`src/rtl/dsp_issue_ctrl_pkg.sv`:
```
// Shared definitions for the DSP issue controller: FSM encodings and phase slot indices.
package dsp_issue_ctrl_pkg;

  typedef enum logic [1:0] {
    ST_IDLE    = 2'd0,
    ST_ISSUE   = 2'd1,
    ST_COLLECT = 2'd2,
    ST_DONE    = 2'd3
  } dsp_state_e;

  localparam int PH_LO   = 0;
  localparam int PH_MID  = 1;
  localparam int PH_FULL = 2;

endpackage

```
`src/rtl/dsp_issue_ctrl_golden_mult.sv`:
```
// Reference products for the three DSP phases. Operands are extended to the full
// result width before multiplying, so the truncated product is exact for both
// signed and unsigned operation.
module dsp_golden_mult #(
  parameter int N = 8,
  parameter int M = 8
) (
  input  logic           sign,
  input  logic [N-1:0]   a,
  input  logic [M-1:0]   b,
  output logic [N+M-1:0] exp_lo,
  output logic [N+M-1:0] exp_mid,
  output logic [N+M-1:0] exp_full
);

  localparam int W = N + M;

  logic [W-1:0] a_x;
  logic [W-1:0] b_x;
  logic [W-1:0] a_lo_x;
  logic [W-1:0] b_lo_x;

  // Sign- or zero-extend full operands and their low halves, then form the products.
  always_comb begin
    a_x      = {{M{sign & a[N-1]}}, a};
    b_x      = {{N{sign & b[M-1]}}, b};
    a_lo_x   = {{(W-N/2){sign & a[N/2-1]}}, a[N/2-1:0]};
    b_lo_x   = {{(W-M/2){sign & b[M/2-1]}}, b[M/2-1:0]};
    exp_lo   = a_lo_x * b_lo_x;
    exp_mid  = a_x * b_lo_x;
    exp_full = a_x * b_x;
  end

endmodule

```
`src/rtl/dsp_issue_ctrl.sv`:
```
// Initiator for the multi-phase DSP multiply: issues one operand set, collects the
// three strobed phase results, checks them against local golden products and hands
// them back over a valid/ready result port.
//
// state   | meaning
// IDLE    | in_ready high, waiting for an operand request
// ISSUE   | one-cycle dsp_start pulse, capture index and timer re-armed
// COLLECT | capturing dsp_out the cycle after each dsp_cmp strobe
// DONE    | res_valid held with stable results until res_ready
module dsp_issue_ctrl
  import dsp_issue_ctrl_pkg::*;
#(
  parameter int N       = 8,
  parameter int M       = 8,
  parameter int TIMEOUT = 16
) (
  input  logic           clk,
  input  logic           rst_n,
  input  logic           in_valid,
  output logic           in_ready,
  input  logic           in_sign,
  input  logic [N-1:0]   in_a,
  input  logic [M-1:0]   in_b,
  output logic           dsp_start,
  output logic           dsp_sign,
  output logic [N-1:0]   dsp_aa,
  output logic [M-1:0]   dsp_bb,
  input  logic [N+M-1:0] dsp_out,
  input  logic           dsp_cmp,
  output logic           res_valid,
  input  logic           res_ready,
  output logic [N+M-1:0] res_lo,
  output logic [N+M-1:0] res_mid,
  output logic [N+M-1:0] res_full,
  output logic [2:0]     res_err,
  output logic           res_timeout
);

  localparam int TW = $clog2(TIMEOUT);

  dsp_state_e     state_q;
  dsp_state_e     state_d;
  logic [1:0]     cap_idx_q;
  logic [TW-1:0]  tmr_q;
  logic           cmp_d_q;
  logic           accept;
  logic           cap;
  logic           last_cap;
  logic           tmr_tc;
  logic [N+M-1:0] exp_lo;
  logic [N+M-1:0] exp_mid;
  logic [N+M-1:0] exp_full;
  logic [N+M-1:0] exp_sel;

  // The held DSP operand registers double as the golden operand registers.
  dsp_golden_mult #(.N(N), .M(M)) u_golden (
    .sign     (dsp_sign),
    .a        (dsp_aa),
    .b        (dsp_bb),
    .exp_lo   (exp_lo),
    .exp_mid  (exp_mid),
    .exp_full (exp_full)
  );

  assign accept   = (state_q == ST_IDLE) && in_valid && in_ready;
  assign cap      = (state_q == ST_COLLECT) && cmp_d_q && (cap_idx_q <= 2'(PH_FULL));
  assign last_cap = cap && (cap_idx_q == 2'(PH_FULL));
  assign tmr_tc   = (tmr_q == '0);

  // Golden value for the slot currently being captured.
  always_comb begin
    exp_sel = '0;
    case (cap_idx_q)
      2'(PH_LO):   exp_sel = exp_lo;
      2'(PH_MID):  exp_sel = exp_mid;
      2'(PH_FULL): exp_sel = exp_full;
      default:     exp_sel = '0;
    endcase
  end

  // State register.
  always_ff @(posedge clk or negedge rst_n) begin
    if (!rst_n) state_q <= ST_IDLE;
    else        state_q <= state_d;
  end

  // Next-state and state-decoded outputs.
  always_comb begin
    state_d   = state_q;
    dsp_start = 1'b0;
    res_valid = 1'b0;
    case (state_q)
      ST_IDLE: begin
        if (accept) state_d = ST_ISSUE;
      end
      ST_ISSUE: begin
        dsp_start = 1'b1;
        state_d   = ST_COLLECT;
      end
      ST_COLLECT: begin
        if (last_cap || tmr_tc) state_d = ST_DONE;
      end
      ST_DONE: begin
        res_valid = 1'b1;
        if (res_ready) state_d = ST_IDLE;
      end
      default: state_d = ST_IDLE;
    endcase
  end

  // Registered in_ready keeps it low during reset and rises the cycle IDLE is entered.
  always_ff @(posedge clk or negedge rst_n) begin
    if (!rst_n) in_ready <= 1'b0;
    else        in_ready <= (state_d == ST_IDLE);
  end

  // Operand capture, phase collection, checking and abandon timer.
  always_ff @(posedge clk or negedge rst_n) begin
    if (!rst_n) begin
      dsp_sign    <= 1'b0;
      dsp_aa      <= '0;
      dsp_bb      <= '0;
      cap_idx_q   <= '0;
      tmr_q       <= '0;
      cmp_d_q     <= 1'b0;
      res_lo      <= '0;
      res_mid     <= '0;
      res_full    <= '0;
      res_err     <= '0;
      res_timeout <= 1'b0;
    end else begin
      if (accept) begin
        dsp_sign <= in_sign;
        dsp_aa   <= in_a;
        dsp_bb   <= in_b;
      end
      if (state_q == ST_ISSUE) begin
        // Timer counts from the start cycle; it reaches terminal count on the
        // TIMEOUT-th cycle after start.
        cap_idx_q   <= '0;
        tmr_q       <= TW'(TIMEOUT - 2);
        cmp_d_q     <= 1'b0;
        res_lo      <= '0;
        res_mid     <= '0;
        res_full    <= '0;
        res_err     <= '0;
        res_timeout <= 1'b0;
      end
      if (state_q == ST_COLLECT) begin
        cmp_d_q <= dsp_cmp;
        if (!tmr_tc) tmr_q <= tmr_q - TW'(1);
        if (cap) begin
          case (cap_idx_q)
            2'(PH_LO):   res_lo   <= dsp_out;
            2'(PH_MID):  res_mid  <= dsp_out;
            2'(PH_FULL): res_full <= dsp_out;
            default:     ;
          endcase
          res_err[cap_idx_q] <= (dsp_out != exp_sel);
          cap_idx_q          <= cap_idx_q + 2'd1;
        end
        if (tmr_tc && !last_cap) res_timeout <= 1'b1;
      end
    end
  end

endmodule
```
`config.mk`:
```
export PLATFORM = sky130hd
export DESIGN_NAME = dsp_issue_ctrl
export DESIGN_NICKNAME = d
export VERILOG_FILES = /design/src/rtl/dsp_issue_ctrl_pkg.sv /design/src/rtl/dsp_issue_ctrl_golden_mult.sv /design/src/rtl/dsp_issue_ctrl.sv
export SDC_FILE = /design/constraint.sdc
export NUM_CORES = 1
export LEC_CHECK = 0
export ABC_AREA = 1
export CORE_MARGIN = 5
export CORE_UTILIZATION = 30
export DETAILED_ROUTE_END_ITERATION = 16
export MAX_ROUTING_LAYER = met4
export SKIP_LAST_GASP = 1
export SLEW_MARGIN = 10
export SYNTH_ARGS = -nofsm -noshare
export SYNTH_HDL_FRONTEND = slang
export SYNTH_SLANG_ARGS = --single-unit
export TNS_END_PERCENT = 20
```
`constraint.sdc`:
```
create_clock -name clk -period 6.2 [get_ports clk]
set_clock_uncertainty 0.1 [all_clocks]
set_input_delay 0.93 -clock clk [delete_from_list [all_inputs] [get_ports clk]]
set_output_delay 0.93 -clock clk [all_outputs]
set_load 0.005 [all_outputs]
```
; After elaboration in Yosys (flattened, before gate mapping)
; Index checks and enable logic that the tools add are counted.
[op_classes]
addsub = 2
multipliers = 3
magnitude_cmp = 3
eq_ne = 6
mux = 36
bitwise = 4
reduce_logical = 14
[ops]
columns = operator, count
row1 = 16-bit two-way mux, 12
row2 = 16-bit one-hot mux with 3 select lines, 1
row3 = 9-bit by 9-bit multiplier with 16-bit output, 1
row4 = 16-bit inequality test, 1
row5 = 9-bit by 5-bit multiplier with 14-bit output, 1
row6 = 2-bit two-way mux, 6
row7 = 4-bit two-way mux, 3
row8 = 5-bit by 5-bit multiplier with 10-bit output, 1
row9 = 3-bit two-way mux, 3
row10 = 1-bit two-way mux, 8
row11 = 2-bit one-hot mux with 4 select lines, 1
row12 = 1-bit logical AND, 7
row13 = 2-bit equality test (second input constant), 3
row14 = 2-bit logical NOT, 3
row15 = 1-bit bitwise AND, 4
row16 = 2-bit by 1-bit equality test with 1-bit output (second input constant), 2
row17 = 4-bit logical NOT, 1
row18 = 4-bit by 1-bit subtractor with 4-bit output (second input constant), 1
row19 = 3-bit bitwise mux, 1
row20 = 2-bit by 3-bit less-than comparator with 1-bit output (second input constant), 1
row21 = 2-bit by 1-bit adder with 2-bit output (second input constant), 1
row22 = 1-bit demux with 2-bit select, 1
row23 = 2-bit by 1-bit >= comparator with 1-bit output (second input constant), 1
row24 = 2-bit less-or-equal comparator (second input constant), 1
row25 = 3 further kinds, 3
[totals]
regBits = 79
out_inout_bits = 72

; Logic depth before layout (Yosys ltp)
[depth]
ltp_word = 8
ltp_mapped = 30

; Cells and area by module
; A second synthesis with hierarchy kept.
[hier_totals]
hier_cells = 1139
area_unflattened_um2 = 9122.5
[modules_own_cells]
columns = mod, n_inst, cells_each, area_each_um2
row1 = dsp_golden_mult, 1, 683, 5181.2
row2 = dsp_issue_ctrl, 1, 456, 3941.3

; Worst setup path before layout
; No wires, ideal clock.
[synth_timing]
kind = register -> register
startpoint = register dsp_bb[3]
endpoint = register res_err[1]
arrival_time_ns = 5.097
t_required_ns = 5.983
path_slack_ns = 0.886
path_stages_with_launch = 28
n_path_buf = 1
path_cell_list = dfrtp_1 -> clkbuf_1 -> nand2_1 -> inv_1 -> nand2_1 -> inv_1 -> fa_1 -> inv_1 -> fa_1 -> fa_1 -> inv_1 -> fa_1 -> ha_1 -> ha_1 -> nand2_1 -> inv_1 -> a21oi_1 -> nand4_1 -> nand3_1 -> nand3_1 -> nand2_1 -> nand2_1 -> nand2_1 -> nand3_2 -> nor2_2 -> nand3_2 -> nand2_1 -> nand2_1
[synth_via]
elab_chain_len = 7
elab_cells_between_ends = 9
classes_between = mul (3) / eq/ne (1) / mux (4) / bitwise (1)
[synth_lines]
columns = element, line
row1 = from (decl), dsp_issue_ctrl.sv:27  ; output logic [M-1:0] dsp_bb,
row2 = from (signal assigned), dsp_issue_ctrl.sv:135  ; dsp_bb <= in_b;
row3 = 1-bit bitwise AND, dsp_issue_ctrl_golden_mult.sv:28  ; b_lo_x = {{(W-M/2){sign & b[M/2-1]}}, b[M/2-1:0]};
row4 = 9-bit by 5-bit multiplier with 14-bit output or 5-bit by 5-bit multiplier with 10-bit output (tied branches), "dsp_issue_ctrl_golden_mult.sv:30, dsp_issue_ctrl_golden_mult.sv:29"
row5 = 16-bit one-hot mux with 3 select lines (*), dsp_issue_ctrl.sv:73  ; case (cap_idx_q)
row6 = 16-bit inequality test (*), dsp_issue_ctrl.sv:159  ; res_err[cap_idx_q] <= (dsp_out != exp_sel);
row7 = 3-bit bitwise mux (*), dsp_issue_ctrl.sv:159
row8 = 3-bit two-way mux (*), dsp_issue_ctrl.sv:152  ; if (cap) begin
row9 = 3-bit two-way mux (*), dsp_issue_ctrl.sv:149  ; if (state_q == ST_COLLECT) begin
row10 = "to (signal, indexed assignment)", dsp_issue_ctrl.sv:159
row11 = to (decl), dsp_issue_ctrl.sv:35  ; output logic [2:0] res_err,
; Every way passes the cells marked *; elsewhere a longest branch is shown, timed or not.
; A chain may end at the register's enable or synchronous reset.

; Worst setup path in the final report
[layout_timing]
startpoint = register dsp_aa[7]
endpoint = register res_err[2]
[layout_via]
elab_chain_len = 7
elab_cells_between_ends = 8
classes_between = mul (2) / eq/ne (1) / mux (4) / bitwise (1)
[layout_lines]
columns = element, line
row1 = from (decl), dsp_issue_ctrl.sv:26  ; output logic [N-1:0] dsp_aa,
row2 = from (signal assigned), dsp_issue_ctrl.sv:134  ; dsp_aa <= in_a;
row3 = 1-bit bitwise AND, dsp_issue_ctrl_golden_mult.sv:25  ; a_x = {{M{sign & a[N-1]}}, a};
row4 = 9-bit by 9-bit multiplier with 16-bit output or 9-bit by 5-bit multiplier with 14-bit output (tied branches), "dsp_issue_ctrl_golden_mult.sv:31, dsp_issue_ctrl_golden_mult.sv:30"
row5 = 16-bit one-hot mux with 3 select lines (*), dsp_issue_ctrl.sv:73
row6 = 16-bit inequality test (*), dsp_issue_ctrl.sv:159
row7 = 3-bit bitwise mux (*), dsp_issue_ctrl.sv:159
row8 = 3-bit two-way mux (*), dsp_issue_ctrl.sv:152
row9 = 3-bit two-way mux (*), dsp_issue_ctrl.sv:149
; Marked as above.

==> key figures <==
Outcome
  – Status: complete, no violations

Floorplanning
  – Num ports: 110
  – FP Rows: 63
  – Die area: 0.03324 mm²
  – Floorplan core area: 0.02948 mm²
  – Initial Util: 0.3021
  – Die W: 182.3 µm
  – Die Y: 182.3 µm

GRT
  – Largest net degree at the start of global routing: 80
  – All-layer global routing usage: 0.1503
  – First-pass GRT wire length: 39.47 mm
  – Initial antenna violation count: 0
  – Vias in the first global route: 7,551
  – Global route total overflow: 0

Worst setup path
  – Critical Path Sink Type: flip-flop
  – Max stage delay cell, worst path: fa_1
  – Worst endpoint data arrival time: 5.73 ns
  – Crit Path Max Fanout: 15
  – CP Cell Sequence: nand2_2 -> nor2_1 -> fa_1 -> inv_1 -> fa_1 -> fa_1 -> inv_1 -> fa_1 -> ha_1 -> ha_1 -> a21oi_1 -> o21ai_0 -> inv_1 -> nand2_1 -> nand2_1 -> nand3_1 -> nand3_1 -> nand2_1 -> nand2_1 -> nand4_1 -> nor2_1 -> nand3_2 -> nand2_1 -> nand2_1
  – Crit Path Category: flip-flop to flip-flop
  – Most used cell, CP: nand2_1
  – Startpoint types: flip-flop
  – Worst path required time: 6.34 ns
  – CP max stage delay: 0.59 ns

Clock network
  – Clk root buf: clkbuf_16
  – CTS tree: done
  – Hold buffer count at CTS: 0
  – Worst-case clock buffer depth: 2
  – Latest clock arrival within the worst-skew pair: 0.35 ns
  – Cts repair resizes: 0
  – Clk pin slew, worst setup/hold paths: 0.07 ns
  – CTS Sinks: 79
  – Inserted Clock Buffers: 9
  – Setup Fix Bufs, Post-CTS: 0
  – H-tree depth: 3

Yosys
  – Top cells by count, synth: 328 x nand2_1, 224 x inv_1, 107 x fa_1
  – Most numerous cell in the Yosys netlist: nand2_1
  – Top cells by area, synth: fa_1 24%, dfrtp_1 22%, nand2_1 14%
  – Post-Synthesis Cell Area: 0.008907 mm²
  – Yosys cell types: 42
  – Top-area cell type share of the netlist area: 0.2405
  – Register area share after synthesis: 0.2219
  – Dominant cell type by area after synthesis: fa_1
  – Primary FF master, synth: dfrtp_1
  – Syn. warnings: 0
  – Synthesized area per cell: 7.739 µm²
  – Syn nets: 1,367
  – Async SR Flop Fraction: 1.000
  – #FFs+latches synth: 79
  – Post-synth EDFFs: 0
  – Syn Inst Count: 1,151

Routing
  – WL final: 24.04 mm
  – Number of routed nets with antenna violations: 0
  – Average vias per placed instance: 4.591
  – DR pass1 iterations: 5
  – Routed len/inst: 14.67 µm
  – Initial drt markers: 369
  – Vias after detailed routing: 7,520
  – DR DRC count: 0

Place
  – Placed Instances: 1,622
  – Placer Congestion: 0.8902
  – Number of port buffers: 109
  – Post-DP HPWL: 19.80 mm

Final layout
  – Antenna Cells: 0
  – Share of layout cells above drive strength 1: 0.04487
  – Area grow syn2layout: 19.93%
  – Non-Filler Instances: 1,638
  – Fin nets: 1,459

Run
  – Max Cap Viol: 0

STA
  – Slew margin rel.: 0.2999
  – Fin Hold WS: 0.3846 ns
  – Crit share post-route: 0.9005
  – RSZ-0062 raised after global routing: no
  – Worst Tran Pin Value: 1.050 ns
  – Setup Total Neg Slack: 0 ns
  – Finish-stage setup viols: 0
  – Final Hold Violating Endpoints: 0
  – FMAX: 179.1 MHz
  – Slew Limit Fails: 0
  – Period minus WS final: 5.583 ns

Hold path
  – Hold Path Class: flip-flop to flip-flop
[flip-flops by register name, summed over array words and instances, names as in the netlist]
register	flops
res_lo	16
dsp_sign	1
dsp_aa	8
tmr_q	4
in_ready	1
res_err	3
res_timeout	1
dsp_bb	8
res_mid	16
cap_idx_q	2
res_full	16
cmp_d_q	1
state_q	2
[kinds of logic (layout without fill, tap and decap cells)]
kind of cell | Yosys count | after routing | synth area share
XOR/XNOR | 10 | 10 | 0.009834
flip-flops | 79 | 79 | 0.2219
AND/OR/NAND/NOR | 504 | 504 | 0.2432
buffers and inverters | 269 | 366 | 0.1173
AO/OA/AOI/OAI | 111 | 111 | 0.06757
adder cells (fa/ha/maj) | 178 | 178 | 0.3402
[final cells by class]
cell class,instances,area [µm²]
Clock buffer,9,225.2
Fill cell,3081,18800
Sequential cell,79,1978
Inverter,234,878.3
Multi-Input combinational cell,803,5886
Clock inverter,7,86.33
Timing Repair Buffer,116,1141
Tap cell,390,488.0
[stage by stage]
step                  util  worst slack, ns  cell area, µm²
floorplan                -           0.8861            8907
global placement    0.3518           0.5951           10370
detailed placement  0.3518           0.4886           10370
CTS                 0.3623           0.4355           10680
global route        0.3624          0.09101           10680
finish              0.3624           0.6169           10680
[layout by cell type (no fill, tap or decap), types with 2 or more instances in the layout]
master,n
nor2_2,3
inv_8,2
inv_2,7
dfrtp_1,78
nand3_1,83
clkbuf_16,9
xor2_1,8
ha_1,71
fa_1,107
o21ai_0,75
nand4_1,8
o21ai_1,2
a21o_1,4
o21bai_1,3
nand2_2,5
a21oi_1,17
nand3_2,8
nor2_1,52
nand2_1,328
or2_2,4
nand3b_1,7
clkdlybuf4s50_1,108
clkinv_1,3
inv_1,224
a21boi_0,3
xnor2_1,2
buf_4,8
inv_6,2
[worst paths after layout]
path                            depth (start not counted)                  start  slack (ns)                     to
worst max-delay path                                   24  dsp_aa[7]$_DFFE_PN0P_        0.62   res_err[2]$_DFF_PN0_
worst min-delay path                                    2    res_lo[2]$_DFF_PN0_        0.38    res_lo[2]$_DFF_PN0_
worst max register to register                         24  dsp_aa[7]$_DFFE_PN0P_        0.62   res_err[2]$_DFF_PN0_
worst min register to register                          2    res_lo[2]$_DFF_PN0_        0.38    res_lo[2]$_DFF_PN0_
max in group asynchronous                               1                  rst_n        4.58  dsp_aa[7]$_DFFE_PN0P_
min in group asynchronous                               1                  rst_n        0.63  res_full[0]$_DFF_PN0_
[worst max-delay path, delay by kind of cell (launching register included)]
family | cells | cell delay [ns]
and+or+nand+nor | 13 | 1.42
AOI/OAI and AO/OA | 2 | 0.36
adders and majority gates | 6 | 2.69
DFF | 1 | 0.55
buffers and inverters | 3 | 0.36
[metal layers]
metal / part of all wire / GRT usage / vias up
li1: - / - / 3702
met1: 0.48 / 0.2069 / 3578
met2: 0.45 / 0.2348 / 213
met3: 0.058 / 0.03010 / 27
met4: 0.014 / 0.02552 / 0
met5: 0 / - / -
Power is left out: the tool's default activity adds up to more than one toggle a clock period on the data nets, which glitch-free logic cannot reach.
